### src/rtl/btb_update_sched.sv
`default_nettype none
// ============================================================================
//  Module   : btb_update_sched
//  Purpose  : BTB write-port scheduler. Queues resolved branch updates from
//             two resolution ports and drains one write per cycle; runs an
//             invalidate sweep after reset and on fence_i.
//  Revision : 1.0  initial release
// ============================================================================
module btb_update_sched #(
    parameter  int ENTRIES    = 2,
    parameter  int FIFO_DEPTH = 4,
    localparam int IDX_W      = $clog2(ENTRIES),
    localparam int TAG_W      = 32 - IDX_W - 2
) (
    input  logic              clk,
    input  logic              rst,
    input  logic              fence_i,
    input  logic              br0_valid,
    output logic              br0_ready,
    input  logic [31:0]       br0_pc,
    input  logic [31:0]       br0_target,
    input  logic              br1_valid,
    output logic              br1_ready,
    input  logic [31:0]       br1_pc,
    input  logic [31:0]       br1_target,
    output logic              btb_wr_en,
    output logic [IDX_W-1:0]  btb_wr_idx,
    output logic [TAG_W-1:0]  btb_wr_tag,
    output logic [31:0]       btb_wr_target,
    output logic              btb_wr_valid,
    output logic              btb_busy
);

    localparam int PTR_W = $clog2(FIFO_DEPTH);
    localparam int CNT_W = PTR_W + 1;

    localparam logic [0:0]       c_st_sweep = 1'b0;
    localparam logic [0:0]       c_st_run   = 1'b1;
    localparam logic [CNT_W-1:0] c_depth    = CNT_W'(FIFO_DEPTH);
    localparam logic [IDX_W-1:0] c_last_idx = IDX_W'(ENTRIES - 1);

    logic [0:0]       r_state_q,     w_state_d;
    logic [IDX_W-1:0] r_sweep_cnt_q, w_sweep_cnt_d;
    logic [PTR_W-1:0] r_rd_ptr_q,    w_rd_ptr_d;
    logic [PTR_W-1:0] r_wr_ptr_q,    w_wr_ptr_d;
    logic [CNT_W-1:0] r_count_q,     w_count_d;

    // Entries keep pc[31:2]; the low IDX_W bits are the index, the rest the tag.
    logic [29:0]      r_fpc_q  [FIFO_DEPTH];
    logic [29:0]      w_fpc_d  [FIFO_DEPTH];
    logic [31:0]      r_ftgt_q [FIFO_DEPTH];
    logic [31:0]      w_ftgt_d [FIFO_DEPTH];

    logic [CNT_W-1:0] w_free;
    logic [CNT_W-1:0] w_need1;
    logic             w_push0;
    logic             w_push1;
    logic             w_pop;
    logic [PTR_W-1:0] w_wr1_ptr;
    logic [29:0]      w_head_pc;

    // Space check uses the registered count only, so a same-cycle pop never
    // creates room and ready has no dependence on the drain path.
    always_comb begin
        w_free    = c_depth - r_count_q;
        w_need1   = br0_valid ? CNT_W'(2) : CNT_W'(1);
        br0_ready = !rst && !fence_i && (w_free >= CNT_W'(1));
        br1_ready = !rst && !fence_i && (w_free >= w_need1);
        w_push0   = br0_valid && br0_ready;
        w_push1   = br1_valid && br1_ready;
        w_pop     = (r_state_q == c_st_run) && (r_count_q != '0);
        w_wr1_ptr = r_wr_ptr_q + PTR_W'(w_push0);
        w_head_pc = r_fpc_q[r_rd_ptr_q];
    end

    always_comb begin
        btb_wr_en     = 1'b0;
        btb_wr_valid  = 1'b0;
        btb_wr_idx    = '0;
        btb_wr_tag    = '0;
        btb_wr_target = '0;
        btb_busy      = 1'b1;
        if (!rst) begin
            if (r_state_q == c_st_sweep) begin
                btb_wr_en  = 1'b1;
                btb_wr_idx = r_sweep_cnt_q;
            end else begin
                btb_busy = 1'b0;
                if (r_count_q != '0) begin
                    btb_wr_en     = 1'b1;
                    btb_wr_valid  = 1'b1;
                    btb_wr_idx    = w_head_pc[IDX_W-1:0];
                    btb_wr_tag    = w_head_pc[29:IDX_W];
                    btb_wr_target = r_ftgt_q[r_rd_ptr_q];
                end
            end
        end
    end

    always_comb begin
        w_state_d     = r_state_q;
        w_sweep_cnt_d = r_sweep_cnt_q;
        w_rd_ptr_d    = r_rd_ptr_q;
        w_wr_ptr_d    = r_wr_ptr_q;
        w_count_d     = r_count_q;
        w_fpc_d       = r_fpc_q;
        w_ftgt_d      = r_ftgt_q;

        if (w_push0) begin
            w_fpc_d[r_wr_ptr_q]  = br0_pc[31:2];
            w_ftgt_d[r_wr_ptr_q] = br0_target;
        end
        if (w_push1) begin
            w_fpc_d[w_wr1_ptr]  = br1_pc[31:2];
            w_ftgt_d[w_wr1_ptr] = br1_target;
        end

        if (fence_i) begin
            // The write shown this cycle still lands; the new sweep erases it.
            w_state_d     = c_st_sweep;
            w_sweep_cnt_d = '0;
            w_rd_ptr_d    = '0;
            w_wr_ptr_d    = '0;
            w_count_d     = '0;
        end else begin
            if (r_state_q == c_st_sweep) begin
                w_sweep_cnt_d = r_sweep_cnt_q + IDX_W'(1);
                if (r_sweep_cnt_q == c_last_idx) begin
                    w_sweep_cnt_d = '0;
                    w_state_d     = c_st_run;
                end
            end
            w_wr_ptr_d = r_wr_ptr_q + PTR_W'(w_push0) + PTR_W'(w_push1);
            w_rd_ptr_d = r_rd_ptr_q + PTR_W'(w_pop);
            w_count_d  = r_count_q + CNT_W'(w_push0) + CNT_W'(w_push1) - CNT_W'(w_pop);
        end
    end

    always_ff @(posedge clk) begin
        if (rst) begin
            r_state_q     <= c_st_sweep;
            r_sweep_cnt_q <= '0;
            r_rd_ptr_q    <= '0;
            r_wr_ptr_q    <= '0;
            r_count_q     <= '0;
        end else begin
            r_state_q     <= w_state_d;
            r_sweep_cnt_q <= w_sweep_cnt_d;
            r_rd_ptr_q    <= w_rd_ptr_d;
            r_wr_ptr_q    <= w_wr_ptr_d;
            r_count_q     <= w_count_d;
        end
    end

    // Payload storage is qualified by count, so it needs no reset.
    always_ff @(posedge clk) begin
        r_fpc_q  <= w_fpc_d;
        r_ftgt_q <= w_ftgt_d;
    end

endmodule
`default_nettype wire

### config.mk
export PLATFORM = sky130hd
export DESIGN_NAME = btb_update_sched
export DESIGN_NICKNAME = d
export VERILOG_FILES = /design/src/rtl/btb_update_sched.sv
export SDC_FILE = /design/constraint.sdc
export NUM_CORES = 1
export LEC_CHECK = 0
export CAP_MARGIN = 5
export CORE_MARGIN = 8
export CORE_UTILIZATION = 55
export DETAILED_ROUTE_END_ITERATION = 8
export HOLD_SLACK_MARGIN = 0.1
export PLACE_DENSITY = 0.86
export SKIP_LAST_GASP = 1
export SLEW_MARGIN = 0
export SYNTH_ARGS = -nofsm -noshare
export SYNTH_HDL_FRONTEND = slang
export SYNTH_SLANG_ARGS = --single-unit
export TNS_END_PERCENT = 100
### constraint.sdc
create_clock -name clk -period 4.4 [get_ports clk]
set_clock_uncertainty 0.2 [all_clocks]
set_input_delay 0.88 -clock clk [delete_from_list [all_inputs] [get_ports clk]]
set_output_delay 0.88 -clock clk [all_outputs]
set_load 0.03 [all_outputs]
Yosys cells after proc, flatten, opt, wreduce, memory -nomap -nowiden
Index checks and enable logic that the tools add are counted.

cells by class
  add/sub/neg operators = 8
  multipliers = 0
  divide/modulo/power cells = 0
  order comparisons = 7
  eq/ne operators = 0
  shift-type cells = 0
  multiplexer cells = 42
  bitwise operators = 3
  reductions and logical operators = 12

operators with widths
  cell                   number
  $bwmux W128            2
  $mux W128              2
  $bwmux W120            2
  $mux W120              2
  $mux W32               7
  $demux W32 S2          2
  $demux W30 S2          2
  $mux W30               4
  $mux W29               3
  $bmux W32 S2           1
  $bmux W30 S2           1
  $mux W1                13
  $ge A3 B3 Y1 const B   3
  $not A2 Y3             3
  $logic_and A1 B1 Y1    8
  $add A2 B1 Y2          3
  $add A3 B1 Y3          2
  $lt A3 B1 Y1 const B   2
  $ge A3 B1 Y1 const B   1
  $ge A3 B2 Y1           1
  $reduce_bool A3 Y1     1
  $sub A3 B1 Y3          1
  $sub A3 B3 Y3 const A  1
  $logic_not A1 Y1       2
  other kinds (3)        3

storage, ports and cells
  bits in registers = 257
  latch bits = 0
  bits in writable memories = 0
  bits in read-only memories = 0
  bits of input ports = 133
  word-level logic and storage cells = 85
  memories = 0

Longest topological paths before layout
  depth after elaboration = 12
  gate-level depth with buffers = 14

Worst setup path after synthesis
No wires, ideal clock.

  path type = input to register
  start point = input br0_valid
  end point = register r_count_q[2]
  library setup time = 123 ps
  arrival time = 3335 ps
  slack = 743 ps
  cell stages on the path = 12
  path buffers = 2
  cell sequence = buf_2 > inv_1 > ha_1 > nand2b_1 > a211o_1 > clkbuf_1 > and3_1 > fa_1 > fa_1 > xnor2_1 > xnor2_1 > nor3_1

between the ends
  cells in the longest elaborated chain, start to end = 6
  elaborated cells on any way between the ends = 8
  those cells by class = 3 x add/sub; 1 x order compare; 1 x mux; 3 x reduce/logical

ends and longest elaborated chain
  element               line  RTL
  from (decl)           18    input logic br0_valid,
  $mux W2               66    w_need1 = br0_valid ? CNT_W'(2) : CNT_W'(1);
  $ge A3 B2 Y1          68    br1_ready = !rst && !fence_i && (w_free >= w_need1);
  $logic_and A1 B1 Y1   68
  $logic_and A1 B1 Y1   70    w_push1 = br1_valid && br1_ready;
  $add A3 B1 Y3 (*)     135   w_count_d = r_count_q + CNT_W'(w_push0) + CNT_W'(w_push1) - CNT_W'(w_pop);
  $sub A3 B1 Y3 (*)     135
  to (signal assigned)  151   r_count_q <= w_count_d;
  to (decl)             46    logic [CNT_W-1:0] r_count_q, w_count_d;

Every way passes the cells marked *; elsewhere a longest branch is shown, timed or not.
A chain may end at the register's enable or synchronous reset.

Worst setup path in the final report
  start point = input br0_valid
  end point = output br1_ready

between the ends
  cells in the longest elaborated chain, start to end = 3

ends and longest elaborated chain
  element              line  RTL
  $mux W2              66
  $ge A3 B2 Y1         68
  $logic_and A1 B1 Y1  68
  to (decl)            23    output logic br1_ready,

Every way passes these cells.

==> results.md <==
Setup path:
- The number of cells on the worst reg-to-reg path is 10.
- STA puts the critical path data required time at 3320 ps.
- The arrival time at the worst endpoint is 3020 ps.
- The critical path is of the input pin to primary output type.
- In this run the register-to-register setup slack is 570 ps.
- The reg-to-reg startpoint is r_count_q[0]$_SDFF_PP0_.
- The capture point of the worst reg-to-reg path is r_fpc_q[94]$_DFF_P_.
- STA classifies the critical path startpoint as an input pin.
- STA classifies the critical path endpoint as a primary output.
- In this run the worst path has a maximum fanout of 3.

Clocking:
- TritonCTS built the clock tree.
- The clock net in this run drives a total of 257 sinks.
- The clock edge transition at the registers on the reported setup and hold paths is 60 ps.
- The number of H-tree levels is 1.
- The number of buffers inserted to repair setup after CTS is 0.
- The number of hold buffers added after cts is 0.
- The deepest clock path buffer count is 3.
- Clock latency on the worst-skew pair, taken at its later pin, is 520 ps.
- The cell at the root of the clock tree is clkbuf_16.
- The count of cells resized by post-cts repair is 0.
- TritonCTS created 28 clock buffers.

Place:
- In this run the tool buffered the top-level ports with 195 buffer cells.
- The number of placed instances, taps included, is 1488.
- The HPWL reported at the end of detailed placement is 21.08 mm.
- The setup slack after placement is 327.3 ps.
- The routability-driven placement congestion ratio is 0.7578.
- The placed instances occupy a cell area of 15780 um2.

Pwr:
- VDD sags by at most 0.2710 mV.
- Total power for the finished layout comes to 6822 uW.
- The leakage power is 0.006766 uW.
- The power density relative to cell area is 407.2 nW/um2.

Floorplanning:
- The overall die height is 173.1 um.
- The initial utilization of the core area, before any placement, comes to 55.95%.
- The floorplan die width is 173.1 um.
- The number of rows in the core area is 57.
- The die area is 29950 um2.
- Pin placement for this block handled 200 I/O pins.
- After floorplanning, the core was sized to cover 24250 um2.

Global routing:
- The number of antenna violations at the first check in global routing was 6.
- The overall fraction of global-route tracks in use is 20.92%.
- The number of global-route vias before repair is 9682.
- Entering global routing, the biggest net connects 63 pins.
- For this run the aggregate overflow at the end of global routing stands at 0.
- The global-route wire length before repair is 51.83 mm.

STA:
- The final worst-path cycle share is 93.19%.
- The actual slew at the worst max-slew pin is 617.0 ps.
- Setup repair after global routing left no endpoint under its margin.
- The sum of negative setup slack is 0 ps.
- The maximum clock frequency is 243.9 MHz.
- The relative max-transition margin is 58.79%.
- Setup violations remaining at the end of the flow were counted as 0.
- The final max-slew violation count was 0.
- After layout, the minimum clock period comes to 4101 ps.
- The final hold violation count is 0.
- Setup slack closes at 299.5 ps.

Synthesis:
- The number of standard cells after synthesis is 1015.
- The top cell type by area accounts for 37.92% of the synthesized area.
- Summing the areas of all compound-gate instances in the mapped netlist gives 0.2306% of the synthesized area.
- By area the synthesized netlist is led by dfxtp_1, mux2_2, mux4_2.
- Measured against the total synthesized area, the mux share comes to 51.54%.
- The Yosys step of the flow raised 0 warnings.
- The flip-flop and latch count after synthesis is 257.
- The combinational family with the most area after synthesis is multiplexers.
- After Yosys synthesis, and, or, nand and nor cells account for 4.842% of the synthesized area.
- Summing every instance area after synthesis gives 13570 um2.
- A synthesized cell averages 13.37 um2.
- The fraction of synthesized cell area in xor and xnor cells is 0.3873%.
- Sequential cells were found to cover 37.92% of the synthesized design area.
- The number of unique standard cell types used by synthesis is 30.
- The post-synthesis share of cell area spent on full adders, half adders and majority gates is 1.125%.
- Counting every net in the synthesized netlist gives 1159.
- The library cell with the largest summed area after synthesis is dfxtp_1.

Run status:
- The flow ran to the end, and the final reports show no timing, DRC or antenna violations.

Hold path:
- Counting instances, the worst hold path has a depth of 2.
- The classification of the worst-slack hold path is register to register.
- In this run the most critical hold path is launched from r_sweep_cnt_q$_SDFFE_PP0N_.
- For hold timing, the worst endpoint is r_sweep_cnt_q$_SDFFE_PP0N_.

Final layout:
- Compared with the post-synthesis result, the final layout area differs by 23.50%.
- The fraction of layout cells with a size suffix above 1 is 49.34%.
- 0 antenna diodes ended up in the layout.
- The number of standard cells in the final layout excluding fillers is 1538.
- The register area is 5152 um2.
- After filler insertion, the fill cell instance count of the layout stands at 1729.
- Summing all non-filler instances in the final layout gives an area of 16750 um2.
- In the final design database the tool counted 1338 nets.
- Summing all multi-input logic gate instances after layout gives 7935 um2.

Route:
- The first TritonRoute pass finished after 4 iterations.
- The total via count after detailed routing is 8708.
- The via count normalized by instance count is 5.662.
- The number of design-rule violations left by the first detailed-router iteration is 367.
- In the routed design, unresolved DRC markers number 0.
- The routed design has 32.18 mm of wire.
- The count of nets left with antenna violations once routing finished came out at 0.
- The wire length per cell after detailed routing is 20.93 um.

Job:
- The tool flagged a number of max-cap violations equal to 0.
[metrics by stage]
stage	hold WS, ps	util [%]
floorplan	251.4	-
global placement	260.6	65.06
detailed placement	274.7	65.06
CTS	285.5	69.10
global route	319.5	69.10
finish	281.2	69.10
[how the worst max path moves through the flow]
| stage | from | to | slack, ps | depth (start not counted) |
|---|---|---|---|---|
| CTS | r_count_q[0]$_SDFF_PP0_ | br0_ready | 280 | 6 |
| global route | r_count_q[0]$_SDFF_PP0_ | br0_ready | 160 | 6 |
| floorplan | br0_valid | r_count_q[2]$_SDFF_PP0_ | 740 | 12 |
| detailed placement | br0_valid | br1_ready | 330 | 7 |
| finish | br0_valid | br1_ready | 300 | 7 |
| global placement | rst | btb_wr_target[4] | 350 | 6 |
[cells in the final DEF, fill, tap and decap left out, types with 3 or more instances in the layout]
cell,count
mux2_2,449
dfxtp_1,255
clkdlybuf4s50_1,193
nor2b_1,65
mux4_2,62
mux2_1,47
clkbuf_16,29
buf_4,23
clkbuf_8,12
inv_1,10
ha_1,9
and2_1,7
buf_12,7
xnor2_1,5
clkbuf_1,5
nand4_4,4
nand3_4,4
and3_1,3
nor3_1,3
[final cells by class]
cell class / instances / share of cell area (%)
clock buffers: 46 / 5.429
clock inverters: 4 / 0.4182
inverters: 10 / 0.2240
multi-input cells: 674 / 47.36
flip-flops and latches: 257 / 30.75
well taps: 324 / 2.420
repair buffers: 223 / 13.40
[state kept, by name, summed over array words and instances (netlist names)]
name           flops
r_rd_ptr_q         2
r_sweep_cnt_q      1
r_ftgt_q         128
r_state_q          1
r_fpc_q          120
r_wr_ptr_q         2
r_count_q          3
[metal layers]
metal  track usage, %  vias to the layer above  share of wire, %
met5                0                        -              0.22
met2            37.98                      179                50
met4            5.354                       10               2.2
met1            24.52                     4334                43
li1                 -                     4125                 -
met3            4.640                       60               4.7
[synthesized netlist by cell type (all sizes together)]
cell type / n
mux2: 496
dfxtp: 257
nor2b: 65
mux4: 62
buf: 56
clkbuf: 18
inv: 10
ha: 9
and2: 7
xnor2: 5
nand3: 4
nand4: 4
and3: 3
nor3: 3
a21oi: 2
fa: 2
nand2b: 2
nor2: 2
a211o: 1
mux2i: 1
nor4b: 1
o21a: 1
o21ai: 1
or2: 1
or4b: 1
xor2: 1
[worst max-delay path, stage by stage]
cell	delay [ps]
clkdlybuf4s50_1	520
inv_1	80
ha_1	280
nand2b_1	140
a211o_1	320
and2_1	170
clkdlybuf4s50_1	640
[kinds of logic (layout without fill, tap and decap cells)]
logic type / count (synthesis) / count (layout)
mux: 559 / 559
flops: 257 / 257
simple gates: 93 / 93
buf+inv: 84 / 283
fa+ha+maj: 11 / 11
xor+xnor: 6 / 6
compound gates: 5 / 5
[where the power goes]
group          internal, uW  switching [uW]  leakage (uW)
registers              2810             214       0.00212
logic                   967             392       0.00416
clock network          1510             922      0.000486
total                  5290            1530       0.00677
No activity file was read; power rests on OpenSTA's default activity.
